<file path="config.mk">
export PLATFORM = sky130hd
export DESIGN_NAME = sys_arbiter
export DESIGN_NICKNAME = d
export VERILOG_FILES = /design/src/rtl/sys_arbiter.sv
export SDC_FILE = /design/constraint.sdc
export NUM_CORES = 1
export LEC_CHECK = 0
export ABC_AREA = 0
export CAP_MARGIN = 10
export CELL_PAD_IN_SITES_DETAIL_PLACEMENT = 0
export CELL_PAD_IN_SITES_GLOBAL_PLACEMENT = 1
export CORE_ASPECT_RATIO = 1.4
export CORE_MARGIN = 2
export CORE_UTILIZATION = 35
export CTS_CLUSTER_SIZE = 25
export DETAILED_ROUTE_END_ITERATION = 8
export DONT_BUFFER_PORTS = 1
export PLACE_DENSITY = 0.69
export REMOVE_ABC_BUFFERS = 1
export SYNTH_ARGS = -nofsm -noshare
export SYNTH_HDL_FRONTEND = slang
export SYNTH_SLANG_ARGS = --single-unit
</file>
<file path="constraint.sdc">
create_clock -name clock -period 5.6 [get_ports clock]
set_clock_uncertainty 0.2 [all_clocks]
set_input_delay 1.4 -clock clock [delete_from_list [all_inputs] [get_ports clock]]
set_output_delay 1.4 -clock clock [all_outputs]
set_load 0.005 [all_outputs]
</file>
<file path="src/rtl/sys_arbiter.sv">
// Shares one system memory port between an I-side and a D-side requester.
// Three-state FSM (IDLE/ACCESS/DONE) with round-robin arbitration on ties.
module sys_arbiter #(
    parameter int MEM_WAIT = 2
) (
    input  logic        clock,
    input  logic        reset,

    input  logic        i_strobe,
    input  logic        i_rw,
    input  logic [31:0] i_address,
    input  logic [31:0] i_wdata,
    output logic [31:0] i_rdata,
    output logic        i_ready,

    input  logic        d_strobe,
    input  logic        d_rw,
    input  logic [31:0] d_address,
    input  logic [31:0] d_wdata,
    output logic [31:0] d_rdata,
    output logic        d_ready,

    output logic        m_strobe,
    output logic        m_rw,
    output logic [11:0] m_address,
    output logic [31:0] m_wdata,
    input  logic [31:0] m_rdata,

    output logic        busy,
    output logic [1:0]  grant
);

    localparam logic [1:0] ST_IDLE    = 2'd0;
    localparam logic [1:0] ST_ACCESS  = 2'd1;
    localparam logic [1:0] ST_DONE    = 2'd2;

    localparam logic [1:0] GRANT_NONE = 2'b00;
    localparam logic [1:0] GRANT_I    = 2'b01;
    localparam logic [1:0] GRANT_D    = 2'b10;

    localparam logic [3:0] WAIT_LOAD  = 4'(MEM_WAIT - 1);

    // On a tie the side not served last wins; last_d == 0 means I was served last.
    function automatic logic [1:0] arbitrate(input logic i_req, input logic d_req,
                                             input logic last_d);
        logic [1:0] pick;
        if (i_req && d_req) begin
            pick = last_d ? GRANT_I : GRANT_D;
        end else if (d_req) begin
            pick = GRANT_D;
        end else if (i_req) begin
            pick = GRANT_I;
        end else begin
            pick = GRANT_NONE;
        end
        return pick;
    endfunction

    logic [1:0]  state_r;
    logic [3:0]  wait_cnt_r;
    logic        last_d_r;
    logic [1:0]  pick_s;
    logic        sel_rw_s;
    logic [31:0] sel_address_s;
    logic [31:0] sel_wdata_s;
    logic        unused_addr_s;

    // Only the low 12 address bits reach the memory port.
    assign unused_addr_s = ^{i_address[31:12], d_address[31:12]};

    // Arbitration decision and multiplexing of the winning request fields.
    always_comb begin
        pick_s        = arbitrate(i_strobe, d_strobe, last_d_r);
        sel_rw_s      = 1'b1;
        sel_address_s = 32'd0;
        sel_wdata_s   = 32'd0;
        if (pick_s == GRANT_D) begin
            sel_rw_s      = d_rw;
            sel_address_s = d_address;
            sel_wdata_s   = d_wdata;
        end else begin
            sel_rw_s      = i_rw;
            sel_address_s = i_address;
            sel_wdata_s   = i_wdata;
        end
    end

    // FSM, memory port drive, rdata capture and status registers.
    always_ff @(posedge clock or posedge reset) begin
        if (reset) begin
            state_r    <= ST_IDLE;
            wait_cnt_r <= 4'd0;
            last_d_r   <= 1'b0;
            m_strobe   <= 1'b0;
            m_rw       <= 1'b1;
            m_address  <= 12'd0;
            m_wdata    <= 32'd0;
            i_ready    <= 1'b0;
            d_ready    <= 1'b0;
            i_rdata    <= 32'd0;
            d_rdata    <= 32'd0;
            busy       <= 1'b0;
            grant      <= GRANT_NONE;
        end else begin
            i_ready <= 1'b0;
            d_ready <= 1'b0;
            case (state_r)
                ST_IDLE: begin
                    if (pick_s != GRANT_NONE) begin
                        state_r    <= ST_ACCESS;
                        grant      <= pick_s;
                        busy       <= 1'b1;
                        m_strobe   <= 1'b1;
                        m_rw       <= sel_rw_s;
                        m_address  <= sel_address_s[11:0];
                        m_wdata    <= sel_wdata_s;
                        wait_cnt_r <= WAIT_LOAD;
                    end else begin
                        state_r <= ST_IDLE;
                    end
                end
                ST_ACCESS: begin
                    // m_rw still carries the latched direction during ACCESS.
                    if (wait_cnt_r == 4'd0) begin
                        state_r  <= ST_DONE;
                        m_strobe <= 1'b0;
                        m_rw     <= 1'b1;
                        if (grant == GRANT_D) begin
                            d_ready <= 1'b1;
                            if (m_rw) begin
                                d_rdata <= m_rdata;
                            end else begin
                                d_rdata <= d_rdata;
                            end
                        end else begin
                            i_ready <= 1'b1;
                            if (m_rw) begin
                                i_rdata <= m_rdata;
                            end else begin
                                i_rdata <= i_rdata;
                            end
                        end
                    end else begin
                        wait_cnt_r <= wait_cnt_r - 4'd1;
                    end
                end
                ST_DONE: begin
                    state_r  <= ST_IDLE;
                    busy     <= 1'b0;
                    grant    <= GRANT_NONE;
                    last_d_r <= (grant == GRANT_D);
                end
                default: begin
                    state_r  <= ST_IDLE;
                    busy     <= 1'b0;
                    grant    <= GRANT_NONE;
                    m_strobe <= 1'b0;
                    m_rw     <= 1'b1;
                end
            endcase
        end
    end

endmodule

</file>
==> results of run 1 <==
-- final timing paths --
kind                               start  slack, ns           to  cells after the start
setup / recovery                d_strobe       2.58         busy                      4
hold / removal               d_rdata[30]       0.33  d_rdata[30]                      1
setup reg to reg           wait_cnt_r[0]       2.92  i_rdata[11]                      5
hold reg to reg              d_rdata[30]       0.33  d_rdata[30]                      1
max in group asynchronous          reset       3.50     grant[0]                      2
min in group asynchronous          reset       0.59  d_rdata[16]                      1
-- cells in the mapped netlist (2+ instances only) --
library cell,instances
o21ai_0,95
nor2b_1,2
buf_2,5
or2_1,2
buf_6,6
clkbuf_1,12
nand3b_1,2
buf_4,4
nand4_4,2
mux2i_1,45
o211ai_1,2
inv_1,10
a21oi_1,2
mux2_2,23
nand2b_1,5
o31ai_1,2
nor2_1,3
mux2_4,42
dfrtp_1,121
nand2_1,2
-- layout make-up --
cell class / instances / area (sq um) / area share
Sequential cell: 122 / 3050 / 0.507
Multi-Input combinational cell: 241 / 2120 / 0.351
Clock buffer: 17 / 425 / 0.0706
Tap cell: 192 / 240 / 0.0398
Clock inverter: 14 / 124 / 0.0205
Inverter: 10 / 40.0 / 0.00664
Timing Repair Buffer: 4 / 30.0 / 0.00498
-- kinds of logic after synthesis --
logic type,count (synthesis),share of synthesized area
simple gates,22,0.0318
compound gates,108,0.107
buf+inv,37,0.0383
mux,110,0.250
fa+ha+maj,1,0.00234
flops,122,0.570
-- worst max-delay path: cells and delay by family --
kind	cells	cell delay [ns]
AOI/OAI and AO/OA	1	0.17
buffers and inverters	1	0.40
and+or+nand+nor	2	1.05
-- sequential cells by signal (all words and copies together) (netlist names) --
register    flops
i_rdata        32
last_d_r        1
m_strobe        1
m_address      12
m_rw            1
wait_cnt_r      4
grant           2
state_r         2
m_wdata        32
d_ready         1
busy            1
i_ready         1
d_rdata        32
-- cells in the final DEF (no fill, tap or decap), types with 2 or more instances in the layout --
cell and instances:
dfrtp_1 121, o21ai_0 95, mux2i_1 45, mux2_4 42
mux2_2 23, clkbuf_16 17, inv_1 9, nand2b_1 5
clkinv_4 5, clkinv_2 5, buf_4 4, nand2_1 2
nand3b_1 2, a21oi_1 2, nand4_4 2, nor2b_1 2
nor2_1 2, o31ai_1 2, o211ai_1 2, inv_6 2
-- power by group --
| group | internal (mW) | total, mW | switching [mW] | leakage [nW] |
|---|---|---|---|---|
| sequential | 1.33 | 1.71 | 0.374 | 1.46 |
| combinational | 0.552 | 1.03 | 0.475 | 1.01 |
| clock | 0.608 | 1.01 | 0.400 | 0.273 |
-- metal layers --
metal	routed length, microns	vias up
met1	4580	1600
met2	6010	195
met5	0	-
met3	1460	14
met4	155	0
li1	-	1436
==> results.cfg, run 1 <==
[status]
status = complete, no violations

[synthesis]
syn_area_per_cell_sq_um = 13.4
async_flop_share = 1.00
ys_ff_latch = 122
yosys.area.top_type_share = 0.565
ys_warn_count = 0
synth_edf_count = 0
synthFlopType = dfrtp_1
yosysSeqAreaShare = 0.570
synth_top_area_cell = dfrtp_1
syn-cell-area_sq_mm = 0.00536
synth.area.top_cells = dfrtp_1 57%, mux2_4 12%, o21ai_0 8.9%
synth.distinct_cells = 33
netlist_instances = 400

[worst_setup_path]
critical_path.max_stage_delay_ns = 0.74
cp.required_ns = 5.65
critical_path_peak_fanout = 49
critPathCaptureType = flop
path_cells = nor2_4, or2_1, buf_4, o21ai_0
crit_slowest_cell = nor2_4
worstSetupStartpointType = input pin
criticalPathCategory = in -> reg
arrival_ns = 3.07

[sta]
finalHoldViolCount = 0
worstMarginPinSlew_ns = 0.991
finalCritPeriodShare = 0.540
maxSlewHeadroom = 0.338
max_freq_mhz = 331
holdWs_ns = 0.332
timing.final.ws_setup_ns = 2.58
final.min_clock_period_ns = 3.02
rsz0062_at_grt = no
setup_viol = 0
drv_slew = 0
setup-tns-final_ns = 0

[floorplan]
start_util = 0.357
dieArea_sq_mm = 0.0163
core_area_sq_mm = 0.0150
die_x_microns = 109
rows = 53
io_pins = 281
die_y_microns = 150

[layout]
diodes = 0
drive_gt1_frac = 0.270
fin_util = 0.402
nets = 563
final_cell_count_no_fill = 600
syn_to_final_growth_pct = 12.6
fillCellCount = 1416
fin_area_sq_mm = 0.00603

[clocking]
cts_resized = 0
h-tree-depth = 4
cts_root_buf = clkbuf_16
cts_buffers = 17
cts_max_path_buffers = 2
clock_sinks = 122
cts_tree = built
clk_latency_ns = 0.40
clk_pin_slew_ns = 0.05
cts_setup_buffers = 0
cts_hold_buffers = 0

[detailed_routing]
drt-initial-drc-count = 203
routed_wl_microns = 12200
drc_errors = 0
wl_per_cell_microns = 20.3
vias = 3245
dr.pass1.iters = 4
routed_via_density = 5.41
ant_nets = 0

[global_routing]
use_met1 = 0.168
grt_most_used_layer = met2
grt_util_met2 = 0.257
grt_pass1_wl_microns = 18700
grt_overflow_total = 0
grt_use_total = 0.150
grt_max_degree = 69
gr-usage-met3 = 0.0606
grt_antenna_before_repair = 0
grt_pass1_vias = 3467

[placement]
place_ws_ns = 2.06
dpl-instance-area_sq_mm = 0.00548
port_buffers = 0
gp_congestion = 0.701
post-dp-hpwl_microns = 8390
dpl.cell_count = 569

[pwr]
power.density_mw_per_mm2 = 620
p_leak_nw = 2.74
peakVddDrop_v = 0.000312
finalPower_mw = 3.74

[min_path]
min_path_type = reg -> reg

[flow_run]
max-cap-violations = 0
No activity file was read; power rests on OpenSTA's default activity.
==> inputs of run 2 (changes only) <==
--- a/config.mk
+++ b/config.mk
@@ -15,7 +15,7 @@
 export CTS_CLUSTER_SIZE = 25
 export DETAILED_ROUTE_END_ITERATION = 8
 export DONT_BUFFER_PORTS = 1
-export PLACE_DENSITY = 0.69
+export PLACE_DENSITY = 0.71
 export REMOVE_ABC_BUFFERS = 1
 export SYNTH_ARGS = -nofsm -noshare
 export SYNTH_HDL_FRONTEND = slang
==> constraint.sdc (replaced) <==
create_clock -name clock -period 2.6 [get_ports clock]
set_clock_uncertainty 0.2 [all_clocks]
set_input_delay 0.65 -clock clock [delete_from_list [all_inputs] [get_ports clock]]
set_output_delay 0.65 -clock clock [all_outputs]
set_load 0.005 [all_outputs]
==> results.cfg, run 2 (same netlist as run 1, synthesis figures left out) <==
[status]
status = complete, no violations

[detailed_routing]
drt-initial-drc-count = 191
routed_wl_microns = 12400
wl_per_cell_microns = 20.4
dr.pass1.iters = 4
drc_errors = 0
vias = 3229
routed_via_density = 5.31
ant_nets = 0

[pwr]
power.density_mw_per_mm2 = 1340
finalPower_mw = 8.22
peakVddDrop_v = 0.000645
p_leak_nw = 2.80

[global_routing]
grt_max_degree = 43
grt_antenna_before_repair = 0
grt_overflow_total = 0
grt_pass1_wl_microns = 18700
grt_use_total = 0.150
grt_pass1_vias = 3445

[clocking]
clk_latency_ns = 0.40
cts_setup_buffers = 0
h-tree-depth = 4
clock_sinks = 122
cts_max_path_buffers = 2
cts_tree = built
clk_pin_slew_ns = 0.06
cts_hold_buffers = 1
cts_root_buf = clkbuf_16
cts_resized = 0
cts_buffers = 17

[flow_run]
max-cap-violations = 0

[placement]
gp_congestion = 0.726
port_buffers = 0
dpl.cell_count = 576
post-dp-hpwl_microns = 8680

[sta]
finalHoldViolCount = 0
maxSlewHeadroom = 0.596
final.min_clock_period_ns = 2.20
setup_viol = 0
drv_slew = 0
finalCritPeriodShare = 0.844
worstMarginPinSlew_ns = 0.606
max_freq_mhz = 456
rsz0062_at_grt = no

[worst_setup_path]
worstSetupStartpointType = flop
path_cells = inv_1, ha_1, nor3b_4, nand4_4, buf_4, mux2_4
criticalPathCategory = reg -> reg
crit_slowest_cell = dfrtp_1
cp_top_family = simple AND/OR/NAND/NOR gates
critPathCaptureType = flop
critical_path.max_stage_delay_ns = 0.38
path_depth = 6
cp.required_ns = 2.69
arrival_ns = 2.29
r2r_cells = 6
cp_num_buf_inv = 2
critical_path_peak_fanout = 32

[min_path]
min_path_type = in -> reg
holdPathStages = 1

[layout]
nets = 571
final_cell_mix = 121 x dfrtp_1, 95 x o21ai_0, 45 x mux2i_1
reg.largest.list = d_rdata: 32 flops, i_rdata: 32 flops, m_wdata: 32 flops
drive_gt1_frac = 0.281
multi_input_area_sq_mm = 0.00212
final_common_cell = dfrtp_1
final_cell_count_no_fill = 608
syn_to_final_growth_pct = 14.9
fillCellCount = 1421
seq_area_sq_mm = 0.00305
diodes = 0

[floorplan]
die_x_microns = 109
core_area_sq_mm = 0.0150
start_util = 0.357
die_y_microns = 150
dieArea_sq_mm = 0.0163
io_pins = 281
rows = 53
==> run 2: area by class of cell <==
type                    instances  area share
flip-flops and latches        122       0.496
multi-input cells             241       0.344
clock buffers                  17      0.0691
well taps                     192      0.0390
clock inverters                14      0.0240
repair buffers                 12      0.0211
inverters                      10     0.00651
==> run 2: layer usage <==
layer | share of wire | global-route usage | routed length (microns)
met4 | 0.013 | 0.0609 | 157
met5 | 0 | 0 | 0
met3 | 0.12 | 0.0602 | 1480
met2 | 0.51 | 0.255 | 6260
met1 | 0.36 | 0.166 | 4480
==> run 2: path summary, 6_finish.rpt <==
kind                                     to  slack, ns          start
worst max-delay path            i_rdata[22]       0.40  wait_cnt_r[0]
worst min-delay path            i_rdata[11]       0.19    m_rdata[11]
worst max register to register  i_rdata[22]       0.40  wait_cnt_r[0]
worst min register to register   d_rdata[4]       0.33     d_rdata[4]
max in group asynchronous              m_rw       0.95          reset
min in group asynchronous        i_rdata[5]       0.56          reset
==> run 2: through the flow <==
stage / setup slack (ns) / setup TNS [ns] / util / area (sq um) / hold slack (ns)
final: 0.405 / 0 / 0.411 / 6150 / 0.189
after global routing: 0.307 / 0 / 0.411 / 6150 / 0.166
after CTS: 0.407 / 0 / 0.411 / 6150 / 0.170
after detailed placement: 0.408 / 0 / 0.372 / 5570 / 0.322
after global placement: 0.443 / 0 / 0.372 / 5570 / 0.316
after floorplan: -1.93 / -271.28 / - / 5190 / 0.286
==> run 2: where the power goes <==
group | total, mW | internal, mW | switching (mW)
combinational | 2.24 | 1.22 | 1.03
sequential | 3.68 | 2.87 | 0.809
clock | 2.30 | 1.41 | 0.890
total | 8.22 | 5.49 | 2.72
==> inputs of run 3 (changes only) <==
==> constraint.sdc (replaced) <==
create_clock -name clock -period 1.9 [get_ports clock]
set_clock_uncertainty 0.2 [all_clocks]
set_input_delay 0.475 -clock clock [delete_from_list [all_inputs] [get_ports clock]]
set_output_delay 0.475 -clock clock [all_outputs]
set_load 0.005 [all_outputs]
==> results.cfg, run 3 (same netlist as run 1, synthesis figures left out) <==
[status]
status = finished, violations left
violations = negative setup slack

[worst_setup_path]
critical_path_peak_fanout = 32
worstSetupStartpointType = flop
arrival_ns = 2.10
crit_slowest_cell = dfrtp_1
crit_start = wait_cnt_r[0]
r2r-start = wait_cnt_r[0]
critPathCaptureType = flop
critical_path.max_stage_delay_ns = 0.38
cp.required_ns = 1.99
path_cells = inv_2, ha_4, nor3b_4, buf_4, nand4_4, buf_12, mux2_4
criticalPathCategory = reg -> reg

[floorplan]
core_area_sq_mm = 0.0150
rows = 53
io_pins = 281
start_util = 0.357
die_x_microns = 109
dieArea_sq_mm = 0.0163
die_y_microns = 150

[min_path]
min-delay-start = m_rdata[17]
min_path_type = in -> reg

[sta]
rsz0062_at_grt = yes
timing.final.ws_setup_ns = -0.109
final.min_clock_period_ns = 2.01
maxSlewHeadroom = 0.698
worstMarginPinSlew_ns = 0.453
setup_viol = 64
max_freq_mhz = 498
drv_slew = 0
finalCritPeriodShare = 1.06
finalHoldViolCount = 0

[layout]
fillCellCount = 1359
drive_gt1_frac = 0.289
final_cell_count_no_fill = 662
diodes = 0
final_common_cell = dfrtp_1
reg.largest.list = d_rdata: 32 flops, i_rdata: 32 flops, m_wdata: 32 flops
syn_to_final_growth_pct = 25.3
final_cell_mix = 121 x dfrtp_1, 94 x o21ai_0, 45 x mux2i_1
nets = 624

[pwr]
p_leak_nw = 3.05
clkPwrFrac = 0.257
comb_power_share = 0.309
sequentialPowerShare = 0.434
p_switching_mw = 3.93
peakVddDrop_v = 0.00122
switching_share = 0.337
power.density_mw_per_mm2 = 1740
intPower_mw = 7.73

[detailed_routing]
ant_nets = 0
routed_via_density = 5.32
drt-initial-drc-count = 168
wl_per_cell_microns = 21.0
dr.pass1.iters = 4
vias = 3523
drc_errors = 0
routed_wl_microns = 13900

[clocking]
cts_root_buf = clkbuf_16
h-tree-depth = 4
clock_sinks = 122
cts_max_path_buffers = 2
clk_latency_ns = 0.41
cts_tree = built
clk_pin_slew_ns = 0.06
cts_buffers = 17

[placement]
port_buffers = 0
gp_congestion = 0.713
dpl.cell_count = 586
place_ws_ns = -0.0747
post-dp-hpwl_microns = 8760

[global_routing]
grt_overflow_total = 0
grt_use_total = 0.157
grt_pass1_vias = 3651
grt_antenna_before_repair = 0
grt_pass1_wl_microns = 19600
grt_max_degree = 50

[flow_run]
max-cap-violations = 0
[run 3: cell count changes in the layout (fill, tap and decap cells not counted), sizes merged]
cell and change:
bufinv -1, buf +15, clkinv -1, dlygate4sd3 +36, clkinvlp +3, clkbuf +3, inv -1
[run 3: critical path, delay by kind of cell, from the launching register on]
| kind | cells | cell delay (ns) |
|---|---|---|
| multiplexers | 1 | 0.32 |
| AND/OR/NAND/NOR | 2 | 0.36 |
| adder cells (fa/ha/maj) | 1 | 0.14 |
| buffers and inverters | 3 | 0.47 |
| flip-flops | 1 | 0.38 |
[run 3: per-stage QoR]
stage | hold slack, ns | area (sq um) | utilization | total power [mW] | TNS, ns
after floorplan | 0.286 | 5190 | - | 7.23 | -384.77
after global placement | 0.149 | 5680 | 0.379 | 8.24 | -1.93
after detailed placement | 0.156 | 5680 | 0.379 | 8.40 | -3.19
after CTS | -0.00613 | 6560 | 0.437 | 11.5 | -3.48
after global routing | 0.000965 | 6710 | 0.448 | 12.4 | -7.81
final | 0.0232 | 6710 | 0.448 | 11.7 | -5.09
[run 3: worst paths after layout]
path                       cells after the start           to  slack, ns
max in group asynchronous                      3  m_wdata[17]       0.63
hold reg to reg                                1   d_rdata[9]       0.34
setup / recovery                               7   d_rdata[3]      -0.11
min in group asynchronous                      2   i_rdata[1]       0.33
setup reg to reg                               7   d_rdata[3]      -0.11
hold / removal                                 1  i_rdata[17]       0.02
[run 3: what timing repair did]
action | CTS | global route
cloned | 0 | 3
setup endpoints to repair | 64 | 65
setup buffers | 0 | 4
resized for setup | 0 | 4
hold buffers | 32 | 5
hold endpoints to repair | 77 | 5
[run 3: layout make-up]
type / instances / area [sq um] / area share
multi-input cells: 241 / 2130 / 0.317
well taps: 192 / 240 / 0.0358
clock buffers: 18 / 429 / 0.0640
repair buffers: 65 / 694 / 0.104
inverters: 10 / 40.0 / 0.00597
flip-flops and latches: 122 / 3050 / 0.455
clock inverters: 14 / 123 / 0.0183
[run 3: routing by layer]
metal / up-vias / global-route usage / wire, microns / part of all wire
met5: - / 0 / 0 / 0
met4: 0 / 0.0692 / 225 / 0.016
met3: 16 / 0.0597 / 1420 / 0.10
met2: 198 / 0.273 / 7250 / 0.52
met1: 1759 / 0.168 / 5030 / 0.36
li1: 1550 / - / - / -
[run 3: power by group through the flow]
stage | Combinational [mW] | Sequential [mW] | Clock [mW]
3_3_place_gp | 3.21 | 5.02 | 0
2_1_floorplan | 2.53 | 4.70 | 0
5_1_grt | 3.97 | 5.24 | 3.22
4_1_cts | 3.41 | 5.04 | 3.07
6_report | 3.60 | 5.06 | 2.99
3_5_place_dp | 3.32 | 5.07 | 0
